## src/rtl/wbc_btn_array_pkg.sv

```systemverilog
// Shared types and helpers for the multi-channel button front end.
// Hold-FSM state encoding and counter width helper.
package wbc_btn_array_pkg;

  typedef enum logic [1:0] {
    IDLE = 2'd0,
    HELD = 2'd1,
    LONG = 2'd2
  } hold_e;

  function automatic int cw(input int v);
    return (v < 2) ? 1 : $clog2(v);
  endfunction

endpackage

```

## src/rtl/wbc_btn_chan.sv

```systemverilog
// One button channel: synchroniser, debounce, press/release/click,
// long-press and auto-repeat, optional toggle output.
module wbc_btn_chan
  import wbc_btn_array_pkg::*;
#(
  parameter int DEBOUNCE   = 10,
  parameter int LONGKEY    = 1000,
  parameter int REPEAT     = 0,
  parameter bit ACTIVE_LOW = 1'b1,
  parameter bit TOGGLE     = 1'b0
) (
  input  logic clk,
  input  logic rst,
  input  logic ena_ms,
  input  logic but,
  output logic out,
  output logic press,
  output logic rel,
  output logic click,
  output logic long,
  output logic rpt
);

  localparam int DW = cw(DEBOUNCE);
  localparam int HW = cw(LONGKEY);
  localparam int RW = cw(REPEAT);
  localparam logic [DW-1:0] DMAX = DW'(DEBOUNCE - 1);
  localparam logic [HW-1:0] HMAX = HW'(LONGKEY - 1);
  localparam logic [RW-1:0] RMAX = RW'(REPEAT - 1);

  logic pin;
  logic s1, s2, sp;
  logic acc, tog;
  logic [DW-1:0] db_cnt;
  logic commit, rise, fall;

  hold_e state, state_n;
  logic [HW-1:0] hold_cnt, hold_n;
  logic [RW-1:0] rep_cnt, rep_n;
  logic long_d, rpt_d;

  assign pin    = but ^ ACTIVE_LOW;
  assign commit = (s2 == sp) && (s2 != acc)
                  && ena_ms && (db_cnt == DMAX);
  assign rise   = commit & s2;
  assign fall   = commit & ~s2;
  assign out    = TOGGLE ? tog : acc;

  always_ff @(posedge clk) begin
    if (rst) begin
      s1     <= pin;
      s2     <= pin;
      sp     <= pin;
      acc    <= pin;
      db_cnt <= '0;
      tog    <= 1'b0;
      press  <= 1'b0;
      rel    <= 1'b0;
      click  <= 1'b0;
      long   <= 1'b0;
      rpt    <= 1'b0;
    end else begin
      s1 <= pin;
      s2 <= s1;
      sp <= s2;
      // An edge on s restarts the stability window even on a strobe.
      if (s2 != sp || s2 == acc) begin
        db_cnt <= '0;
      end else if (ena_ms) begin
        if (db_cnt == DMAX) begin
          acc    <= s2;
          db_cnt <= '0;
        end else begin
          db_cnt <= db_cnt + 1'b1;
        end
      end
      tog   <= tog ^ rise;
      press <= rise;
      rel   <= fall;
      click <= fall && (state != LONG);
      long  <= long_d;
      rpt   <= rpt_d;
    end
  end

  always_ff @(posedge clk) begin
    if (rst) begin
      state    <= IDLE;
      hold_cnt <= '0;
      rep_cnt  <= '0;
    end else begin
      state    <= state_n;
      hold_cnt <= hold_n;
      rep_cnt  <= rep_n;
    end
  end

  always_comb begin
    state_n = state;
    hold_n  = hold_cnt;
    rep_n   = rep_cnt;
    long_d  = 1'b0;
    rpt_d   = 1'b0;
    if (fall) begin
      state_n = IDLE;
      hold_n  = '0;
      rep_n   = '0;
    end else begin
      unique case (1'b1)
        (state == IDLE): begin
          if (rise) begin
            state_n = HELD;
            hold_n  = '0;
            rep_n   = '0;
          end
        end
        (state == HELD): begin
          if (ena_ms) begin
            if (hold_cnt == HMAX) begin
              state_n = LONG;
              long_d  = 1'b1;
              rep_n   = '0;
            end else begin
              hold_n = hold_cnt + 1'b1;
            end
          end
        end
        (state == LONG): begin
          if (REPEAT != 0 && ena_ms) begin
            if (rep_cnt == RMAX) begin
              rpt_d = 1'b1;
              rep_n = '0;
            end else begin
              rep_n = rep_cnt + 1'b1;
            end
          end
        end
        default: begin
          state_n = IDLE;
          hold_n  = '0;
          rep_n   = '0;
        end
      endcase
    end
  end

endmodule

```

## src/rtl/wbc_btn_array.sv

```systemverilog
// NKEY-channel button front end; one independent channel per key.
// The release pulse port is named rel.
module wbc_btn_array #(
  parameter int          NKEY        = 4,
  parameter int          DEBOUNCE    = 10,
  parameter int          LONGKEY     = 1000,
  parameter int          REPEAT      = 0,
  parameter bit          ACTIVE_LOW  = 1'b1,
  parameter logic [31:0] TOGGLE_MASK = 32'd0
) (
  input  logic            clk,
  input  logic            rst,
  input  logic            ena_ms,
  input  logic [NKEY-1:0] but,
  output logic [NKEY-1:0] out,
  output logic [NKEY-1:0] press,
  output logic [NKEY-1:0] rel,
  output logic [NKEY-1:0] click,
  output logic [NKEY-1:0] long,
  output logic [NKEY-1:0] rpt
);

  for (genvar k = 0; k < NKEY; k++) begin : g_chan
    wbc_btn_chan #(
      .DEBOUNCE  (DEBOUNCE),
      .LONGKEY   (LONGKEY),
      .REPEAT    (REPEAT),
      .ACTIVE_LOW(ACTIVE_LOW),
      .TOGGLE    (TOGGLE_MASK[k])
    ) u_chan (
      .clk   (clk),
      .rst   (rst),
      .ena_ms(ena_ms),
      .but   (but[k]),
      .out   (out[k]),
      .press (press[k]),
      .rel   (rel[k]),
      .click (click[k]),
      .long  (long[k]),
      .rpt   (rpt[k])
    );
  end

endmodule

```

## config.mk

```make
export PLATFORM = sky130hd
export DESIGN_NAME = wbc_btn_array
export DESIGN_NICKNAME = d
export VERILOG_FILES = /design/src/rtl/wbc_btn_array_pkg.sv /design/src/rtl/wbc_btn_chan.sv /design/src/rtl/wbc_btn_array.sv
export SDC_FILE = /design/constraint.sdc
export NUM_CORES = 1
export LEC_CHECK = 0
export ABC_CLOCK_PERIOD_IN_PS = 2800
export CORE_AREA = 2 2 110 112
export CTS_CLUSTER_SIZE = 8
export DETAILED_ROUTE_END_ITERATION = 8
export DIE_AREA = 0 0 112 114
export PLACE_DENSITY = 0.66
export SLEW_MARGIN = 20
export SYNTH_ARGS = -nofsm -noshare
export SYNTH_HDL_FRONTEND = slang
export SYNTH_HIERARCHICAL = 1
export SYNTH_SLANG_ARGS = --single-unit
```

## constraint.sdc

```tcl
create_clock -name clk -period 2.8 [get_ports clk]
set_clock_uncertainty 0.15 [all_clocks]
set_input_delay 0.56 -clock clk [delete_from_list [all_inputs] [get_ports clk]]
set_output_delay 0.56 -clock clk [all_outputs]
set_load 0.1 [all_outputs]
```

Word level (Yosys, flattened, before mapping)
Cells that the tools add are included.
{"block": "classes", "n_addsub": 8, "reduce_logical": 53, "bitwise": 25, "mux": 64, "n_eq_ne": 56}
{"operator": "$mux 10", "n": 12}
{"operator": "$pmux 10 s3", "n": 4}
{"operator": "$add 10x1->10 const B", "n": 4}
{"operator": "$eq 10x10->1 const B", "n": 4}
{"operator": "$ne 2x2->1 const B", "n": 20}
{"operator": "$reduce_and 4->1", "n": 8}
{"operator": "$mux 1", "n": 28}
{"operator": "$mux 2", "n": 12}
{"operator": "$pmux 2 s3", "n": 4}
{"operator": "$not 1->1", "n": 17}
{"operator": "$add 4x1->4 const B", "n": 4}
{"operator": "$eq 4x4->1 const B", "n": 4}
{"operator": "$logic_and 1x1->1", "n": 16}
{"operator": "$mux 4", "n": 4}
{"operator": "$reduce_or 2->1", "n": 8}
{"operator": "$reduce_or 4->1", "n": 4}
{"operator": "$reduce_and 3->1", "n": 4}
{"operator": "$reduce_bool 2->1", "n": 5}
{"operator": "$and 1x1->1", "n": 8}
{"operator": "$eq 1x1->1", "n": 8}
{"operator": "$eq 2x1->1 const B", "n": 4}
{"operator": "$eq 2x2->1 const B", "n": 4}
{"operator": "$logic_not 2->1", "n": 4}
{"operator": "$ne 1x1->1", "n": 8}
{"operator": "other kinds (2)", "n": 8}
{"block": "totals", "word_cells": 250, "in_bits": 7, "out_inout_bits": 24, "register_bits": 96}

Logic depth before layout (Yosys ltp)
{"block": "depth", "word_depth": 7, "ltp_mapped": 5}

By module
Netlist, hierarchy kept.
{"module": "wbc_btn_chan", "n_inst": 4, "seq_area_each_um2": 490.5, "area_each_um2": 1141.1, "cells_per_inst": 125}

Worst setup path after synthesis
No wires, ideal clock.
{"block": "synth_timing", "kind": "register -> register", "startpoint": "reg g_chan[0].u_chan.acc", "endpoint": "reg g_chan[0].u_chan.hold_cnt[6]", "stages_incl_launch_ff": 4, "required_ps": 2515, "path_slack_ps": 641, "arrival_ps": 1874, "synth_period_minus_slack_ps": 2159, "path_cell_list": "edfxtp_1 or3b_1 o31ai_4 o32ai_1"}
{"block": "synth_between", "elab_chain_len": 7, "word_cells_on_any_way": 9}
{"item": "from (decl)", "line": "wbc_btn_chan.sv:33", "source": "logic acc, tog;"}
{"item": "from (signal assigned)", "line": "wbc_btn_chan.sv:54", "source": "acc <= pin;"}
{"item": "$ne 1x1->1 *", "line": "wbc_btn_chan.sv:43", "source": "assign commit = (s2 == sp) && (s2 != acc)"}
{"item": "$logic_and 1x1->1 *", "line": "wbc_btn_chan.sv:43"}
{"item": "$logic_and 1x1->1 * (2 in series)", "line": "wbc_btn_chan.sv:44", "source": "&& ena_ms && (db_cnt == DMAX);"}
{"item": "$and 1x1->1", "line": "wbc_btn_chan.sv:45", "source": "assign rise = commit & s2;"}
{"item": "$ne 2x1->1 (no source line)"}
{"item": "$reduce_and 4->1 (no source line)"}
{"item": "to (signal assigned)", "line": "wbc_btn_chan.sv:93", "source": "hold_cnt <= hold_n;"}
{"item": "to (decl)", "line": "wbc_btn_chan.sv:38", "source": "logic [HW-1:0] hold_cnt, hold_n;"}
Mark *: on every way between the ends. The rest lies on a longest branch, timed or not.
A chain may end at the register's enable or synchronous reset.

Worst setup path in the final report
{"block": "layout_timing", "startpoint": "in ena_ms", "endpoint": "reg g_chan[1].u_chan.hold_cnt[5]"}
{"block": "layout_between", "elab_chain_len": 5, "word_cells_on_any_way": 8}
{"item": "from (decl)", "line": "wbc_btn_array.sv:13", "source": "input logic ena_ms,"}
{"item": "$logic_and 1x1->1 (2 in series)", "line": "wbc_btn_chan.sv:44"}
{"item": "$and 1x1->1", "line": "wbc_btn_chan.sv:45"}
{"item": "$ne 2x1->1 (no source line)"}
{"item": "$reduce_and 4->1 (no source line)"}
{"item": "to (signal assigned)", "line": "wbc_btn_chan.sv:93"}
{"item": "to (decl)", "line": "wbc_btn_chan.sv:38"}
Several ways; a longest one is shown, not always the timed one.

==> results <==
- The post-route antenna net violation count is 0.
- The worst-margin pin slew is 0.553 ns.
- For this run, the top clock speed supported by timing is between 0.4 and 0.5 GHz.
- The layout overhead on the synthesized area is 13.4%.
- The number of global-route vias before repair is roughly 3.7k.
- The initial antenna violation count came to 0.
- Leaving out fill and tap cells, the most frequent cell in the layout is sky130_fd_sc_hd__dfxtp_1.
- Yosys printed 6 warnings.
- The number of library cell types mapped by synthesis is 42.
- The wire length of the first global-routing pass is roughly 17,000 um.
- In the global route stage, overall resource usage came out at 15.9%.
- The share of synthesized area spent on multiplexers is 1.86%.
- The count of cells resized by post-cts repair is 0.
- The number of antenna cells inserted is 0.
- The flow ran to the end, and the final reports show no timing, DRC or antenna violations.
- The area fraction in and, or, nand and nor cells after synthesis is between 20 and 30%.
- The post-layout instance count excluding filler cells is 680.
- The power per cell area is between 500 and 600 mW/mm2.
- Row generation in the floorplan step produced 40 rows.
- The final layout contains between 500 and 600 nets.
- Along the worst hold path, the cell count comes to 1.
- The final RePlAce weighted congestion is between 0.8 and 0.9.
- The share of the Yosys chip area taken by registers is roughly 43%.
- The synthesized design contains 96 register bits.
- Measured along the y axis, the die boundary spans about 110 um.
- The full die area is 0.0128 mm2.
- In the final timing run, aggregate negative setup slack is 0 ns.
- Counting every sink on the clock net gives 96.
- Dividing the detail-routed wire length by the instance count gives around 14 um.
- The critical path required time is roughly 2.9 ns.
- After detailed routing, the total wire length is about 9600 um.
- The core region is around 0.012 mm2.
- The detailed-route DRC error count is 0.
- The synthesized netlist devotes around 2.3% of its cell area to XOR and XNOR gates.
- The clock passes through at most 2 buffers.
- The total power of the final layout is 2.75 mW.
- Leaving out fill and tap cells, the most frequent cells in the layout are sky130_fd_sc_hd__dfxtp_1 (92), sky130_fd_sc_hd__nand2_1 (64), sky130_fd_sc_hd__nor2_1 (36).
- The total I/O pin count is 31.
- The final-report max-slew violation count is 0.
- The count of mapped cells out of synthesis is 500.
- The standby leakage power is approximately 1.9 nW.
- The worst hold path begins at g_chan[0].u_chan/s1$_DFF_P_.
- The via count is 3,811.
- The worst-case reg-to-reg path depth is 3.
- TritonCTS created 9 clock buffers.
- In this run the critical register-to-register path is launched from g_chan[0].u_chan/out$_DFFE_PP_.
- The number of maximum-capacitance violations is 0.
- The clock period minus final worst setup slack is about 2.2 ns.
- The worst setup path is launched from an input port.
- The starting DRC count in detailed routing is about 280.
- In this run the tightest slew margin relative to its limit is about 63%.
- The synthesized netlist devotes 18.8% of its cell area to compound gates.
- Setup slack on the worst reg-to-reg path comes out at between 1 and 1.5 ns.
- Across all hold checks on the routed design, the worst slack comes to 0.311 ns.
- The pre-antenna-repair detailed-routing pass consisted of 4 iterations.
- The count of endpoints failing setup in the final report is 0.
- After synthesis, the largest family of logic cells by area is simple AND/OR/NAND/NOR gates.
- The global route total overflow is 0.
- The width of the die is approximately 110 um.
- The initial utilization of the core area, before any placement, comes to 39.0%.
- The routed via count divided by cell count is between 5 and 6.
- The class of the worst hold path is reg2reg.
- The number of buffers added on ports is 26.
- The number of instances in the placed design is between 600 and 700.
- The synthesized-area fraction occupied by adder cells is between 1 and 1.5%.
- In this run, post-CTS hold repair placed 0 buffers.
- The endpoint with the worst hold slack is g_chan[0].u_chan/s2$_DFF_P_.
- The cell area that synthesis handed to floorplanning was 0.00456 mm2.
- Setup repair after global routing left no endpoint under its margin.
- The net count after synthesis is between 500 and 600.
- STA puts the critical path data arrival time at 2.27 ns.
- The library cell used as clock root buffer is sky130_fd_sc_hd__clkbuf_16.
- The number of H-tree levels is 3.
- Detailed placement finished with a half-perimeter wire length of roughly 6800 um.
- The pin count of the biggest net entering global routing is 33.
- The count of final hold-check violations is 0.
- The TritonCTS clock tree is built.
- Buffers added to address setup during post-CTS repair amount to 0.
- Clock-pin slew was measured on the worst setup and hold paths at approximately 0.060 ns.
- The nature of the critical path endpoint is a register.
- The fraction of the cycle the final worst path needs is 79.5%.
- In the final layout, the share of cells above drive strength 1 is 10.9%.
- The endpoint of the worst-slack reg-to-reg timing path is g_chan[0].u_chan/hold_cnt[6]$_SDFFE_PP0P_.
- The later pin in the worst-skew pair is clocked with a latency of around 0.34 ns.
- Along the worst path, the maximum fanout reaches 32.
- The share of the core filled with cells is 44.2%.
- The worst-case IR drop observed on VDD is between 0.5 and 0.6 mV.
- The critical setup path kind is in2reg.
- The mean instance size in the synthesized netlist is ~9.1 um2.
-- how the worst max path moves through the flow --
stage | start | end | slack (ns)
after floorplan | g_chan[0].u_chan/out$_DFFE_PP_ | g_chan[0].u_chan/hold_cnt[6]$_SDFFE_PP0P_ | 0.64
after detailed placement | ena_ms | g_chan[0].u_chan/hold_cnt[5]$_SDFFE_PP0P_ | 0.25
final | ena_ms | g_chan[1].u_chan/hold_cnt[5]$_SDFFE_PP0P_ | 0.57
after global routing | ena_ms | g_chan[2].u_chan/hold_cnt[5]$_SDFFE_PP0P_ | 0.51
after global placement | ena_ms | g_chan[1].u_chan/hold_cnt[9]$_SDFFE_PP0P_ | 0.28
after CTS | ena_ms | g_chan[1].u_chan/hold_cnt[5]$_SDFFE_PP0P_ | 0.61
-- final cells by class --
type / count / area (um2)
well taps: 147 / 184
multi-input cells: 376 / 2450
clock inverters: 2 / 35.0
flip-flops and latches: 96 / 1960
fillers: 1152 / 6530
repair buffers: 29 / 245
inverters: 16 / 60.1
clock buffers: 14 / 244
-- per-layer routing --
layer / track usage (%) / vias up / part of all wire, %
li1: - / 1918 / -
met1: 20.2 / 1812 / 47
met2: 26.5 / 73 / 48
met3: 4.57 / 8 / 4.0
met4: 4.55 / 0 / 0.95
met5: 0 / - / 0
-- cells in the mapped netlist, drive strengths merged --
library cell | count | area, um2
nor2b | 16 | 100
xor2 | 8 | 70.1
mux2i | 4 | 40.0
o32ai | 4 | 35.0
nand2 | 64 | 240
conb | 4 | 15.0
o31ai | 4 | 85.1
nand4 | 4 | 25.0
edfxtp | 4 | 120
a21oi | 28 | 140
o22ai | 12 | 75.1
nor3b | 8 | 60.1
nor4 | 16 | 100
o31a | 4 | 35.0
and2b | 4 | 30.0
inv | 16 | 60.1
o21ai | 12 | 105
a31oi | 8 | 50.1
and3 | 12 | 75.1
dfxtp | 92 | 1840
or3b | 4 | 35.0
nor2 | 36 | 135
ha | 4 | 50.1
a21o | 4 | 30.0
o41a | 8 | 90.1
buf | 12 | 95.1
o311ai | 4 | 35.0
nand3 | 20 | 100
nor4b | 4 | 35.0
a311oi | 20 | 175
nand2b | 8 | 50.1
or2 | 12 | 75.1
nand3b | 4 | 30.0
nand4b | 4 | 95.1
mux2 | 4 | 45.0
and4 | 8 | 70.1
nor3 | 16 | 80.1
xnor2 | 4 | 35.0
-- cells by family after synthesis --
family / Yosys count
AOI/OAI and AO/OA: 108
xor gates and xnor gates: 12
adders and majority gates: 4
buffers and inverters: 28
DFF: 96
muxes: 8
other: 4
and+or+nand+nor: 240
-- where the power goes --
part	internal, mW	total (mW)	switching, mW
clock	0.693	1.18	0.484
combinational	0.0443	0.163	0.119
sequential	1.40	1.41	0.0165
-- worst max-delay path, cell delays in order --
cell and delay, ns:
sky130_fd_sc_hd__clkdlybuf4s50_1 0.50, sky130_fd_sc_hd__buf_12 0.20, sky130_fd_sc_hd__nand4b_4 0.18, sky130_fd_sc_hd__o41a_1 0.50, sky130_fd_sc_hd__o21ai_4 0.16, sky130_fd_sc_hd__a311oi_1 0.15
-- registers in the layout (all words and copies together) (netlist names) --
name                    flops
g_chan.u_chan/hold_cnt     40
g_chan.u_chan/db_cnt       16
g_chan.u_chan/state         8
g_chan.u_chan/click         4
g_chan.u_chan/long          4
g_chan.u_chan/out           4
g_chan.u_chan/press         4
g_chan.u_chan/rel           4
g_chan.u_chan/s1            4
g_chan.u_chan/s2            4
g_chan.u_chan/sp            4
-- through the flow --
stage / setup slack, ns / cell area, um2
final: 0.573 / 5180
after global routing: 0.505 / 5180
after CTS: 0.613 / 5180
after detailed placement: 0.245 / 4900
after global placement: 0.280 / 4900
after floorplan: 0.641 / 4560
Note: power is estimated with default switching activity, not from simulation.
